### src/rtl/pc_attacker_pkg.sv
// Shared definitions for the PC attacker: cell codes, board geometry,
// FSM state type, LFSR seed and small decode helpers.
package pc_attacker_pkg;

    localparam logic [3:0] CELL_WATER = 4'h0;
    localparam logic [3:0] CELL_MISS  = 4'hE;
    localparam logic [3:0] CELL_HIT   = 4'hF;
    localparam logic [3:0] SHIP_MAX   = 4'd5;

    localparam int         BOARD_DIM   = 5;
    localparam logic [4:0] LAST_INDEX  = 5'd24;
    localparam logic [5:0] RETRY_LIMIT = 6'd32;
    localparam logic [7:0] LFSR_SEED   = 8'hA5;

    typedef enum logic [2:0] {
        ST_IDLE,
        ST_PICK,
        ST_PROBE,
        ST_SCAN,
        ST_WRITE,
        ST_DONE
    } state_t;

    // A cell already shot at holds either the miss or the hit marker.
    function automatic logic is_attacked(input logic [3:0] code);
        return (code == CELL_MISS) || (code == CELL_HIT);
    endfunction

    // Row-major index 0..24 -> {row[2:0], col[2:0]}.
    function automatic logic [5:0] index_to_xy(input logic [4:0] idx);
        logic [2:0] y;
        logic [2:0] x;
        if (idx >= 5'd20)      y = 3'd4;
        else if (idx >= 5'd15) y = 3'd3;
        else if (idx >= 5'd10) y = 3'd2;
        else if (idx >= 5'd5)  y = 3'd1;
        else                   y = 3'd0;
        x = 3'(idx - 5'(y) * 5'd5);
        return {y, x};
    endfunction

endpackage

### src/rtl/pc_attacker_lfsr8.sv
// 8-bit Fibonacci LFSR, polynomial x^8+x^6+x^5+x^4+1.
// Ports: clk, reset (sync, active-high, loads the seed), q[7:0] state.
module lfsr8
    import pc_attacker_pkg::*;
(
    input  logic       clk,
    input  logic       reset,
    output logic [7:0] q
);

    always_ff @(posedge clk) begin
        if (reset) q <= LFSR_SEED;
        else       q <= {q[6:0], q[7] ^ q[5] ^ q[4] ^ q[3]};
    end

endmodule

### src/rtl/pc_attacker.sv
// PC attacker for a 5x5 battleship board. On turn_req it picks a random
// unattacked cell of the player board (falling back to a linear scan after
// 32 failed random tries), writes a miss/hit marker there and pulses
// turn_done.
// Ports:
//   clk, reset            clock, sync active-high reset
//   turn_req              start a PC turn (honoured only when idle)
//   cell_code             player-board code at (rd_x, rd_y), combinational
//   rd_x, rd_y            probed / target cell
//   wr_en, wr_code        one-cycle board write strobe and code
//   hit                   result of the last shot
//   turn_done             one-cycle end-of-turn pulse
//   busy                  turn in progress
//   player_hits           saturating count of ship cells hit
//   board_full            last turn found no unattacked cell
module pc_attacker
    import pc_attacker_pkg::*;
(
    input  logic       clk,
    input  logic       reset,
    input  logic       turn_req,
    input  logic [3:0] cell_code,
    output logic [2:0] rd_x,
    output logic [2:0] rd_y,
    output logic       wr_en,
    output logic [3:0] wr_code,
    output logic       hit,
    output logic       turn_done,
    output logic       busy,
    output logic [3:0] player_hits,
    output logic       board_full
);

    function automatic logic [3:0] sat_inc4(input logic [3:0] v);
        return (v == 4'hF) ? v : v + 4'd1;
    endfunction

    state_t     state;
    logic [5:0] retry_cnt;
    logic [7:0] lfsr_q;
    logic       lfsr_unused;

    logic [4:0] pick_idx;
    logic [5:0] pick_xy;
    logic       cell_attacked;
    logic       cell_is_ship;
    logic [5:0] retry_next;
    logic       scan_last;
    logic [2:0] dim_last;

    lfsr8 u_lfsr (
        .clk   (clk),
        .reset (reset),
        .q     (lfsr_q)
    );

    // Only the low five bits feed the index; the rest just keep the sequence long.
    assign lfsr_unused   = ^lfsr_q[7:5];
    assign pick_idx      = lfsr_q[4:0];
    assign pick_xy       = index_to_xy(pick_idx);
    assign cell_attacked = is_attacked(cell_code);
    // Undefined codes 6..D are treated as water (a miss).
    assign cell_is_ship  = (cell_code >= 4'd1) && (cell_code <= SHIP_MAX);
    assign retry_next    = retry_cnt + 6'd1;
    assign dim_last      = 3'(BOARD_DIM - 1);
    assign scan_last     = (rd_x == dim_last) && (rd_y == dim_last);

    always_ff @(posedge clk) begin
        if (reset) begin
            state       <= ST_IDLE;
            retry_cnt   <= '0;
            rd_x        <= '0;
            rd_y        <= '0;
            wr_en       <= 1'b0;
            wr_code     <= '0;
            hit         <= 1'b0;
            turn_done   <= 1'b0;
            busy        <= 1'b0;
            player_hits <= '0;
            board_full  <= 1'b0;
        end else begin
            wr_en     <= 1'b0;
            turn_done <= 1'b0;
            case (state)
                ST_IDLE: begin
                    if (turn_req) begin
                        state      <= ST_PICK;
                        retry_cnt  <= '0;
                        busy       <= 1'b1;
                        board_full <= 1'b0;
                    end
                end
                ST_PICK: begin
                    if (pick_idx <= LAST_INDEX) begin
                        rd_y  <= pick_xy[5:3];
                        rd_x  <= pick_xy[2:0];
                        state <= ST_PROBE;
                    end else begin
                        retry_cnt <= retry_next;
                        if (retry_next == RETRY_LIMIT) begin
                            rd_x  <= '0;
                            rd_y  <= '0;
                            state <= ST_SCAN;
                        end
                    end
                end
                // Both probing states look at the same combinational cell_code;
                // they only differ in what happens on an already-attacked cell.
                ST_PROBE, ST_SCAN: begin
                    if (!cell_attacked) begin
                        wr_en   <= 1'b1;
                        wr_code <= cell_is_ship ? CELL_HIT : CELL_MISS;
                        hit     <= cell_is_ship;
                        if (cell_is_ship) player_hits <= sat_inc4(player_hits);
                        state   <= ST_WRITE;
                    end else if (state == ST_PROBE) begin
                        retry_cnt <= retry_next;
                        if (retry_next == RETRY_LIMIT) begin
                            rd_x  <= '0;
                            rd_y  <= '0;
                            state <= ST_SCAN;
                        end else begin
                            state <= ST_PICK;
                        end
                    end else if (scan_last) begin
                        board_full <= 1'b1;
                        turn_done  <= 1'b1;
                        state      <= ST_DONE;
                    end else if (rd_x == dim_last) begin
                        rd_x <= '0;
                        rd_y <= rd_y + 3'd1;
                    end else begin
                        rd_x <= rd_x + 3'd1;
                    end
                end
                ST_WRITE: begin
                    turn_done <= 1'b1;
                    state     <= ST_DONE;
                end
                ST_DONE: begin
                    busy  <= 1'b0;
                    state <= ST_IDLE;
                end
                default: state <= ST_IDLE;
            endcase
        end
    end

endmodule

### config.mk
export PLATFORM = sky130hd
export DESIGN_NAME = pc_attacker
export DESIGN_NICKNAME = d
export VERILOG_FILES = /design/src/rtl/pc_attacker_pkg.sv /design/src/rtl/pc_attacker_lfsr8.sv /design/src/rtl/pc_attacker.sv
export SDC_FILE = /design/constraint.sdc
export NUM_CORES = 1
export LEC_CHECK = 0
export ABC_AREA = 1
export BUFFER_PORTS_ARGS = -buffer_cell sky130_fd_sc_hd__buf_2
export CAP_MARGIN = 20
export CORE_ASPECT_RATIO = 1.1
export CORE_UTILIZATION = 40
export DETAILED_ROUTE_END_ITERATION = 7
export PLACE_DENSITY = 0.67
export RECOVER_POWER = 25
export SYNTH_ARGS = -nofsm -noshare
export SYNTH_HDL_FRONTEND = slang
export SYNTH_SLANG_ARGS = --single-unit
### constraint.sdc
create_clock -name clk -period 2.2 [get_ports clk]
set_input_delay 0.44 -clock clk [delete_from_list [all_inputs] [get_ports clk]]
set_output_delay 0.44 -clock clk [all_outputs]
set_load 0.005 [all_outputs]
==> summary.md, run 1 <==
| Metric | Value |
|---|---|
| Max-cap violations | 0 |
| DR top layer | met4 |
| Placer congestion estimate | 0.841 |
| Register area share after synthesis | 34.9% |
| DIE HEIGHT | 74.2 µm |
| Aggregate routed wire length | 4.18 mm |
| Root buffer cell | clkbuf_8 |
| WL/cell | 11.1 µm |
| Die X | 67.6 µm |
| Pwr Density | 1030 nW/µm² |
| Initial antenna violation count | 0 |
| Worst setup margin | 179 ps |
| # diodes | 0 |
| Unique cell type count in the Yosys netlist | 27 |
| Lkg Pwr | 1.13 nW |
| R2R setup slack | 180 ps |
| Skew-Pair Late Insertion Delay | 290 ps |
| Crit Path Class | register to register |
| CTS Hold Bufs | 0 |
| Core box area | 4410 µm² |
| CP Cell Sequence | nand2_2, nand2_2, nor2_1, nand2_1, nand2_2, nand2_2, inv_2, ha_2, inv_1, fa_2, xor2_2, inv_1, nand2_1, nand3_1, nand3_1, nand2_1, inv_1 |
| Normalized max-slew margin | 66.9% |
| Cell count after placement | 365 |
| Vias in the first global route | 1594 |
| Fmax | 0.495 GHz |
| Final global-route overflow total | 0 |
| Slew Viols, Final | 0 |
| Net count after synthesis | 306 |
| Detail Route Antenna Nets | 0 |
| Row cnt | 25 |
| Worst slack, placed | 17.3 ps |
| # fillers | 445 |
| Vias | 1818 |
| Most common cell after layout, fill and taps aside | nand2_1 |
| Largest net degree at the start of global routing | 26 |
| Final Core Density | 50.6% |
| Min-Delay Path Class | register to register |
| Die ar. | 5020 µm² |
| I/O pins | 26 |
| Worst Hold Path Cells | 1 |
| Met3 routed WL | 238 µm |
| Wire length on met1 | 1.90 mm |
| Kind of cell adding the most delay to the critical path | simple AND/OR/NAND/NOR gates |
| Initial DRT Pass Iterations | 4 |
| TritonCTS Buffers | 5 |
| Worst-path maximum fanout | 5 |
| Post-synthesis register bit count | 33 |
| Syn Std Cell Area | 1900 µm² |
| DRC Markers | 0 |
| Final Critical Period | 2020 ps |
| Peak VDD IR | 0.445 mV |
| Met2 wire len | 1.94 mm |
| Final HPWL DP | 3.01 mm |
| Worst Skew | 7.30 ps |
| Actual slew at the worst max-slew pin | 496 ps |
| Yosys Warn Count | 0 |
| Starting Density | 43.0% |
| Type of origin of the critical path | register |
| Clk slew on worst S/H paths | 70 ps |
| Worst-case clock buffer depth | 2 |
| Final Power | 2.30 mW |
| # nets final | 336 |
| Share of layout cells above drive strength 1 | 21.2% |
| Crit end category | register |
| Critical path's slowest cell | dfxtp_4 |
| Vias per cell | 4.85 |
| Layout Cells excl Fill | 375 |
| Clk sinks | 33 |
| DRT iter0 DRCs | 105 |
| Mean post-synth cell area | 6.51 µm² |
| EDFF count, synth | 0 |
| Critical Path Stages | 17 |
| CTS tree | yes |
| First-pass GRT wire length | 6.87 mm |
| IO buf count | 25 |
| Critical Path RT | 2390 ps |
| Main synth FF type | dfxtp_1 |
| Area growth from synthesis to layout | 17.8% |
| Final number of setup-violating endpoints | 0 |
| Count of mapped cells out of synthesis | 291 |
| CP max stage delay | 360 ps |
| H-tree depth | 2 |
| CP most frequent cell | nand2_2 |
| Asr flop ratio synth | 0% |
| Worst EP arrival | 2210 ps |
| Most frequent cells in the layout | nand2_1 (77), inv_1 (40), nor2_1 (35) |
| GRT Util Overall | 18.6% |
| R2R depth | 17 |
| WP buf/inv | 4 |
| Crit share post-route | 91.8% |
| Final Hold Fails | 0 |
| Outcome | finished clean |
## cell type report
type | instances | area (µm²) | area share [%]
clock buffers | 5 | 68.8 | 3.08
repair buffers | 29 | 155 | 6.95
clock inverters | 2 | 35.0 | 1.57
flip-flops and latches | 33 | 677 | 30.3
multi-input cells | 205 | 1050 | 47.0
well taps | 54 | 67.6 | 3.03
inverters | 47 | 179 | 8.02
## cell families (layout without fill, tap and decap cells)
logic type                 count (synthesis)  count (layout)  synth area share, %
AOI/OAI and AO/OA                         43              43                 12.5
xor gates and xnor gates                   4               4                 1.85
adders and majority gates                  8               8                 5.68
buffers and inverters                     53              83                 11.2
DFF                                       33              33                 34.9
and+or+nand+nor                          150             150                 33.9
## stage by stage
stage | cell area (µm²) | setup TNS, ps | hold slack (ps)
after floorplan | 1900 | 0 | 389
after global placement | 2060 | 0 | 395
after detailed placement | 2060 | 0 | 401
after CTS | 2170 | 0 | 419
after global routing | 2230 | -37.6 | 432
final | 2230 | 0 | 416
## layer usage
metal	global-route usage, %	vias up
met4	8.98	0
met1	22.1	798
met2	30.1	41
met5	0	-
li1	-	968
met3	5.67	11
## flip-flops by register name, summed over array words and instances (netlist names), 2 cells and up
| name | count |
|---|---|
| u_lfsr.q | 8 |
| retry_cnt | 6 |
| player_hits | 4 |
| rd_x | 3 |
| rd_y | 3 |
| state | 3 |
| wr_code | 2 |
## worst register-to-register path: stages, from the launching register on
cell	delay (ps)
dfxtp_4	360
nand2_2	70
nand2_2	50
nor2_1	90
nand2_1	80
nand2_2	90
nand2_2	70
inv_2	50
ha_2	140
inv_1	40
fa_2	350
xor2_2	190
inv_1	50
nand2_1	40
nand3_1	80
nand3_1	70
nand2_1	60
inv_1	30
## cells in the mapped netlist (2+ instances only)
cell type  instances  area share [%]
nand4_1            3            0.99
inv_1             42             8.3
o211ai_1           2            0.79
buf_4              3             1.2
nor3_1             4             1.1
nand3b_1           2            0.79
nand2_1           82              16
dfxtp_1           33              35
nand3_1           15             4.0
nor2_1            36             7.1
a21oi_1           17             4.5
clkbuf_1           3            0.59
ha_1               7             4.6
inv_2              4            0.79
o21ai_0           18             4.8
nor2_4             2             1.2
nand2_4            2             1.2
nand2_2            3            0.99
xor2_1             3             1.4
a21oi_2            3             1.4
## final timing paths
path                                  start           to
worst max register to register  u_lfsr.q[1]      rd_x[2]
worst min-delay path            u_lfsr.q[6]  u_lfsr.q[7]
worst max-delay path            u_lfsr.q[1]      rd_x[2]
worst min register to register  u_lfsr.q[6]  u_lfsr.q[7]
## power breakdown
group          total, mW  switching (mW)  internal [mW]  leakage, nW
clock              0.557           0.228          0.329       0.0540
combinational      0.923           0.572          0.351        0.802
sequential         0.822           0.115          0.707        0.272
total               2.30           0.916           1.39         1.13
## repair_timing
item,4_1_cts,5_1_grt
resized for setup,0,22
setup buffers,0,3
setup endpoints to repair,0,2
Power figures use the tool's default switching activity.
==> run 2: changes to the inputs <==
Settings changed: SYNTH_HIERARCHICAL set to 1.
==> summary.md, run 2 <==
| Metric | Value |
|---|---|
| Most numerous cell in the Yosys netlist | nand2_1 |
| Final number of setup-violating endpoints | 0 |
| Final HPWL DP | 3.07 mm |
| First-pass GRT wire length | 6.97 mm |
| # diodes | 0 |
| CP most frequent cell | nand2_1 |
| Crit Path Class | register to register |
| Syn Std Cell Area | 1910 µm² |
| I/O pins | 26 |
| Mean post-synth cell area | 6.76 µm² |
| Area growth from synthesis to layout | 18.8% |
| Placer congestion estimate | 0.869 |
| Final Hold Fails | 0 |
| Row cnt | 25 |
| Worst-case clock buffer depth | 2 |
| Top-area cell type share of the netlist area | 34.6% |
| Main synth FF type | dfxtp_1 |
| Worst-path maximum fanout | 5 |
| Die ar. | 5050 µm² |
| Fmax | 0.477 GHz |
| Most frequent cells in the layout | nand2_1 (65), inv_1 (40), nor2_1 (31) |
| H-tree depth | 2 |
| Clk slew on worst S/H paths | 70 ps |
| Final global-route overflow total | 0 |
| EDFF count, synth | 0 |
| Asr flop ratio synth | 0% |
| Worst Hold Path Cells | 3 |
| IO buf count | 25 |
| Clk sinks | 33 |
| # nets final | 331 |
| Peak VDD IR | 0.411 mV |
| GRT Util Overall | 18.2% |
| Leading area contributor after synthesis | dfxtp_1 |
| Register Area | 668 µm² |
| Top post-synthesis cells by area | dfxtp_1 (35%), nand2_1 (13%), inv_1 (8.3%), nor2_1 (6.7%), a21oi_1 (4.7%) |
| Outcome | finished clean |
| Register area share after synthesis | 34.6% |
| Max FFs per register | 8 |
| Detail Route Antenna Nets | 0 |
| CP max stage delay | 350 ps |
| Max-cap violations | 0 |
| Post-synthesis register bit count | 33 |
| RSZ-0062 raised after global routing | yes |
| Multi-input logic area | 1100 µm² |
| Biggest regs | u_lfsr/q: 8 flops, retry_cnt: 6 flops, player_hits: 4 flops |
| Final Critical Period | 2100 ps |
| Normalized max-slew margin | 64.4% |
| R2R depth | 17 |
| Synth cell count leaders | nand2_1 (68), inv_1 (42), nor2_1 (34), dfxtp_1 (33), a21oi_1 (18) |
| CTS Hold Bufs | 0 |
| Min-Delay Path Class | input port to register |
| Die X | 67.8 µm |
| Critical path's slowest cell | dfxtp_2 |
| Crit share post-route | 95.4% |
| Initial DRT Pass Iterations | 4 |
| DRT iter0 DRCs | 50 |
| Core box area | 4440 µm² |
| Largest net degree at the start of global routing | 17 |
| CP Cell Sequence | nand2_2, nand2_2, nor2_2, o21ai_2, nand2_1, nand2_1, inv_2, ha_4, inv_2, fa_2, xor2_2, inv_1, nand2_1, nand3_1, nand2_1, nand2_1, a21oi_2 |
| Slew Viols, Final | 0 |
| Pwr Density | 915 nW/µm² |
| Count of mapped cells out of synthesis | 282 |
| Vias | 1815 |
| Aggregate routed wire length | 4.18 mm |
| Net count after synthesis | 297 |
| CTS tree | yes |
| Wire length on met1 | 1.78 mm |
| Met2 wire len | 2.20 mm |
| Crit end category | register |
| WL/cell | 11.3 µm |
| Initial antenna violation count | 0 |
| DRC Markers | 0 |
| Worst EP arrival | 2320 ps |
| Actual slew at the worst max-slew pin | 530 ps |
| Critical Path RT | 2420 ps |
| Hold_ws | 408 ps |
| Type of origin of the critical path | register |
| Met3 routed WL | 148 µm |
| Most common cell after layout, fill and taps aside | nand2_1 |
| TritonCTS Buffers | 5 |
| Worst Skew | 4.44 ps |
| # fillers | 465 |
| Placed cell areas | 2110 µm² |
| Skew-Pair Late Insertion Delay | 290 ps |
| Unique cell type count in the Yosys netlist | 33 |
| Final Cell Area | 2260 µm² |
| DIE HEIGHT | 74.4 µm |
| Lkg Pwr | 1.11 nW |
| Vias per cell | 4.91 |
| Vias in the first global route | 1700 |
| Share of layout cells above drive strength 1 | 24.1% |
| Yosys Warn Count | 6 |
| DR top layer | met4 |
| Top reg by flops | u_lfsr/q |
| Starting Density | 42.9% |
| Root buffer cell | clkbuf_8 |
==> run 2: changes by cell type in the layout (fill, tap and decap cells not counted), moves of 2 or more <==
| cell | delta |
|---|---|
| nor2_2 | +2 |
| buf_4 | +3 |
| o211ai_1 | -2 |
| nand2_1 | -12 |
| nor2_1 | -4 |
| dfxtp_2 | +2 |
| or2_1 | +2 |
| a21oi_2 | +3 |
| dfxtp_4 | -3 |
| nand2_2 | +2 |
==> run 2: logic make-up after synthesis <==
logic type | share of synthesized area [%]
AOI/OAI and AO/OA | 13.8
xor gates and xnor gates | 1.84
adders and majority gates | 5.64
buffers and inverters | 10.5
DFF | 34.6
and+or+nand+nor | 33.6
==> run 2: area by class of cell <==
type,instances,area share (%)
Clock buffer,7,3.81
Inverter,45,7.46
Multi-Input combinational cell,199,48.4
Sequential cell,33,29.5
Tap cell,54,2.98
Timing Repair Buffer,32,7.85
==> run 2: per-stage QoR <==
stage          power [mW]  setup TNS (ps)  instances  utilization [%]  setup slack, ps
2_1_floorplan        1.37               0        282                -              167
3_3_place_gp         1.57               0        362             47.6              111
3_5_place_dp         1.58               0        362             47.6             45.7
4_1_cts              2.04               0        369             49.5             52.9
5_1_grt              2.23           -85.5        370             51.0            -85.5
6_report             2.07               0        370             51.0              101
==> run 2: final timing paths <==
check	from	end	slack, ps
setup reg to reg	u_lfsr/q[3]	rd_x[2]	100
hold / removal	turn_req	busy	410
setup / recovery	u_lfsr/q[3]	rd_x[2]	100
hold reg to reg	u_lfsr/q[6]	u_lfsr/q[7]	410
==> run 2: timing repair <==
action                     4_1_cts  5_1_grt
setup endpoints to repair        1        2
pin swaps                        0        7
resized for setup                1       21
setup buffers                    0        1
==> run 2: routing by layer <==
layer  global-route usage, %  vias to the layer above
li1                        -                      961
met1                    19.9                      819
met2                    33.3                       31
met3                    4.14                        4
met4                    7.41                        0
met5                       0                        -
==> run 2: critical path: cells and delay by family (launching register included) <==
| family | cells | cell delay, ps |
|---|---|---|
| compound gates | 2 | 190 |
| xor+xnor | 1 | 170 |
| fa+ha+maj | 2 | 480 |
| buf+inv | 3 | 170 |
| flops | 1 | 350 |
| simple gates | 9 | 670 |
==> run 2: power breakdown <==
part	total, mW	internal [mW]	switching [mW]
combinational	0.817	0.308	0.509
sequential	0.792	0.693	0.0988
clock	0.463	0.248	0.215
